`config.mk`:
```
export PLATFORM = sky130hd
export DESIGN_NAME = crc_serial_lfsr
export DESIGN_NICKNAME = d
export VERILOG_FILES = /design/src/rtl/crc_chk_pkg.sv /design/src/rtl/crc_serial_lfsr.sv
export SDC_FILE = /design/constraint.sdc
export NUM_CORES = 1
export LEC_CHECK = 0
export CORE_MARGIN = 3
export CORE_UTILIZATION = 50
export CTS_BUF_LIST = sky130_fd_sc_hd__clkbuf_8 sky130_fd_sc_hd__clkbuf_16
export DETAILED_ROUTE_END_ITERATION = 16
export GPL_TIMING_DRIVEN = 0
export HOLD_SLACK_MARGIN = 0.15
export PLACE_DENSITY = 0.8
export SYNTH_ARGS = -nofsm -noshare
export SYNTH_HDL_FRONTEND = slang
export SYNTH_SLANG_ARGS = --single-unit
```
`constraint.sdc`:
```
create_clock -name clk -period 3.3 [get_ports clk]
set_clock_uncertainty 0.15 [all_clocks]
set_input_delay 0.66 -clock clk [delete_from_list [all_inputs] [get_ports clk]]
set_output_delay 0.66 -clock clk [all_outputs]
set_load 0.005 [all_outputs]
```
`src/rtl/crc_chk_pkg.sv`:
```
// -----------------------------------------------------------------------------
// crc_chk_pkg
// Shared definitions for the serial CRC field checker:
//   - crc_state_e      : checker FSM states
//   - CANXL_*_POLY     : CAN XL generator polynomials (implicit x^CRC_W omitted)
//   - CRC_DEFAULT_INIT : default CRC register seed
//   - clog2()          : ceiling log2, used to size the CRC field bit counter
// -----------------------------------------------------------------------------
package crc_chk_pkg;

    typedef enum logic [1:0] {
        IDLE  = 2'd0,
        CALC  = 2'd1,
        RCV   = 2'd2,
        CHECK = 2'd3
    } crc_state_e;

    localparam logic [31:0] CANXL_FCRC_POLY  = 32'h1F1B3D6B;
    localparam logic [12:0] CANXL_PCRC_POLY  = 13'h1D0F;
    localparam logic [31:0] CRC_DEFAULT_INIT = 32'hFFFFFFFF;

    // Ceiling log2, never smaller than 1 so it can size a vector directly.
    function automatic int unsigned clog2(input int unsigned value);
        int unsigned r;
        r = 0;
        for (int unsigned v = value - 1; v > 0; v = v >> 1) begin
            r = r + 1;
        end
        return (r == 0) ? 1 : r;
    endfunction

endpackage

```
`src/rtl/crc_serial_lfsr.sv`:
```
// -----------------------------------------------------------------------------
// crc_serial_lfsr
// Bit-serial CRC register (Galois form, MSB first).
// Ports:
//   clk    : clock
//   g_rst  : asynchronous active-high reset, loads INIT
//   load   : reload INIT (has priority over shift)
//   shift  : hash din into the register this cycle
//   din    : serial data bit
//   crc    : current CRC register contents (CRC_W bits)
// -----------------------------------------------------------------------------
module crc_serial_lfsr
    import crc_chk_pkg::*;
#(
    parameter int unsigned CRC_W = 32,
    parameter logic [31:0] POLY  = CANXL_FCRC_POLY,
    parameter logic [31:0] INIT  = CRC_DEFAULT_INIT
) (
    input  logic             clk,
    input  logic             g_rst,
    input  logic             load,
    input  logic             shift,
    input  logic             din,
    output logic [CRC_W-1:0] crc
);

    localparam logic [CRC_W-1:0] POLY_W = POLY[CRC_W-1:0];
    localparam logic [CRC_W-1:0] INIT_W = INIT[CRC_W-1:0];

    logic fb;

    assign fb = crc[CRC_W-1] ^ din;

    always_ff @(posedge clk or posedge g_rst) begin
        if (g_rst) begin
            crc <= INIT_W;
        end else if (load) begin
            crc <= INIT_W;
        end else if (shift) begin
            crc <= {crc[CRC_W-2:0], 1'b0} ^ (fb ? POLY_W : '0);
        end
    end

endmodule

```
==> results of run 1 <==
-- per-layer routing --
| metal | wire length [um] | track usage (%) | vias to the layer above | part of all wire, % |
|---|---|---|---|---|
| li1 | - | - | 541 | - |
| met1 | 1570 | 22.6 | 603 | 45 |
| met2 | 1760 | 29.7 | 26 | 50 |
| met3 | 120 | 3.20 | 5 | 3.4 |
| met4 | 67 | 7.61 | 0 | 1.9 |
| met5 | 0 | 0 | - | 0 |
-- synthesized netlist by cell type --
library cell | instances | area (um2)
a211o_1 | 32 | 280
buf_12 | 1 | 20.0
buf_2 | 7 | 35.0
buf_6 | 1 | 11.3
clkbuf_1 | 5 | 18.8
dfstp_2 | 32 | 841
inv_1 | 1 | 3.75
nor2b_1 | 32 | 200
xor2_1 | 1 | 8.76
xor3_1 | 17 | 404
xor3_4 | 1 | 27.5
-- per-stage QoR --
stage                     instances  setup slack [ns]  utilization (%)  cell area [um2]
after floorplan                 130              1.53                -             1850
after global placement          210              1.30             65.3             2250
after detailed placement        210              1.25             65.3             2250
after CTS                       218              1.14             67.9             2340
after global routing            218              1.11             67.9             2340
final                           218              1.15             67.9             2340
-- area by class of cell --
class,count,area (um2),area share [%]
multi-input combinational,83,921,39.4
buffer,14,85.1,3.64
inverter,1,3.75,0.161
clock buffer,6,82.6,3.53
clock inverter,2,7.51,0.321
timing repair buffer,34,340,14.6
sequential,32,841,36.0
tap,46,57.6,2.46
-- power groups by stage --
stage | clock network [mW] | logic [mW] | registers [mW]
floorplan | 0 | 0.163 | 0.479
global placement | 0 | 0.252 | 0.479
detailed placement | 0 | 0.258 | 0.481
CTS | 0.305 | 0.259 | 0.476
global route | 0.328 | 0.276 | 0.481
finish | 0.294 | 0.256 | 0.476
-- final timing paths --
kind	endpoint	slack, ns	depth (start not counted)
max	crc[16]	1.15	1
min	crc[2]$_DFFE_PP1P_	0.47	1
max reg2reg	crc[17]$_DFFE_PP1P_	1.54	3
min reg2reg	crc[2]$_DFFE_PP1P_	0.47	1
max in group asynchronous	crc[30]$_DFFE_PP1P_	1.62	2
min in group asynchronous	crc[14]$_DFFE_PP1P_	1.33	2
-- cells by family (layout without fill, tap and decap cells) --
kind of cell	count (synthesis)	after routing	share of synthesized area (%)
AO/OA/AOI/OAI	32	32	15.1
XOR/XNOR	19	19	23.8
buffers and inverters	15	57	4.80
flip-flops	32	32	45.4
AND/OR/NAND/NOR	32	32	10.8
-- layout by cell type (no fill, tap or decap) --
master / n
dfstp_2: 32
clkbuf_1: 5
xor3_4: 1
xor3_1: 17
clkbuf_8: 6
buf_12: 1
nor2b_1: 32
xor2_1: 1
a211o_1: 32
buf_2: 7
buf_6: 1
inv_1: 3
clkdlybuf4s50_1: 34
==> metrics, run 1 <==
final hold slack 0.466 ns; Area Overhead vs Synth 26.4%; WS Path Type flip-flop to output pin; DR pass1 iterations 4; vias in the first global route 1213; Final nets about 180; CTS Root Cell clkbuf_8; number of max-cap violations 0; delay-heaviest family, CP flip-flops; Clock Path Buffers 2; Die Wd 66.8 um; Largest Register crc; power share of the sequential group between 40 and 50%; min-delay worst type flip-flop to flip-flop; Mapped Nets 135; unrepaired setup endpoints after global routing no; internal power 0.784 mW; Vias/cell 5.39; Min Clock Period, post-route 2.15 ns; Fin. Hold Viols 0; largest registers crc: 32 flops; cts repair resizes 0; switching share of power between 20% and 30%; Initial Utilization between 50% and 60%; crit path capture type output pin; Hold Path Origin crc[1]$_DFFE_PP1P_; worst setup path start crc[16]$_DFFE_PP1P_; total power between 1 and 1.5 mW; first-pass GRT wire length around 6000 um; Tcrit/Tclk final 65.1%; Fill cells 257; Critical Path RT 2.49 ns; Worst-Margin Slew approximately 1.2 ns; register area share after synthesis 45.4%; worst vdd ir 0.274 mV; Psw ~0.24 mW; Arr. time, crit path 1.34 ns; crit path buf inv count 1; startpoint types flip-flop; Mapped Avg Cell Area about 14 um2; CP Cell Sequence clkdlybuf4s50_1; DRC Markers 0; post-CTS setup buffer count 0; clk slew on worst S/H paths approximately 0.060 ns; # IOs 37; Critical-path top delay cell dfstp_2; wire length per cell 16.2 um; Post-Syn Area 1850 um2; LEAKAGE 1.08 nW; final slew viol count 0; slowest cell delay on critical path around 0.56 ns; core area 3440 um2; Comb pwr share 24.9%; Yosys Warn Count 0; reg2reg start crc[31]$_DFFE_PP1P_; DR iter-0 viols 48; Via Count 1175; Die ar. approximately 4500 um2; final WL 3520 um; Yosys cell types 11; Largest register FFs 32; Max Fanout on Critical Path 3; Setup TNS 0 ns; FF+latch count, synth 32; clk sink count 32; Max-slew headroom 23.0%; total CTS buffers 5; Cells after Synth 130; DPL Wire Length 2450 um; CTS tree built; ANT nets after route 0; Clk pwr share 28.7%; Total Routing Usage GR 17.8%; cts hold-fix bufs 0; ANT cells 0; layout cells sized above 1 27.9%; Achievable Freq ~470 MHz; total grt overflow 0; largest net degree at the start of global routing 33; number of I/O port buffers 34; initial antenna violation count 0; H-tree levels 2; row count 21; final setup fails 0; PwrDens 439 nW/um2; routability cong. 0.741; latest clock arrival within the worst-skew pair 0.28 ns; outcome finished clean; Die Height about 67 um
Power figures use the tool's default switching activity.
==> inputs of run 2 (changes only) <==
clock period = 2.25 ns   (was 3.3 ns; I/O delays follow)
==> results of run 2 <==
The final DEF is identical to that of run 1. Status: finished clean.
Main changes from that run: setup slack after placement 1.25 ns -> 0.411 ns; setup slack after layout 1.15 ns -> 0.312 ns; hold slack 0.466 ns -> 0.453 ns; register-to-register setup slack 1.54 ns -> 0.49 ns; end point of the worst hold path crc[2]$_DFFE_PP1P_ -> crc[20]$_DFFE_PP1P_; total power 1.03 mW -> 1.50 mW; worst IR drop on VDD 0.274 mV -> 0.401 mV
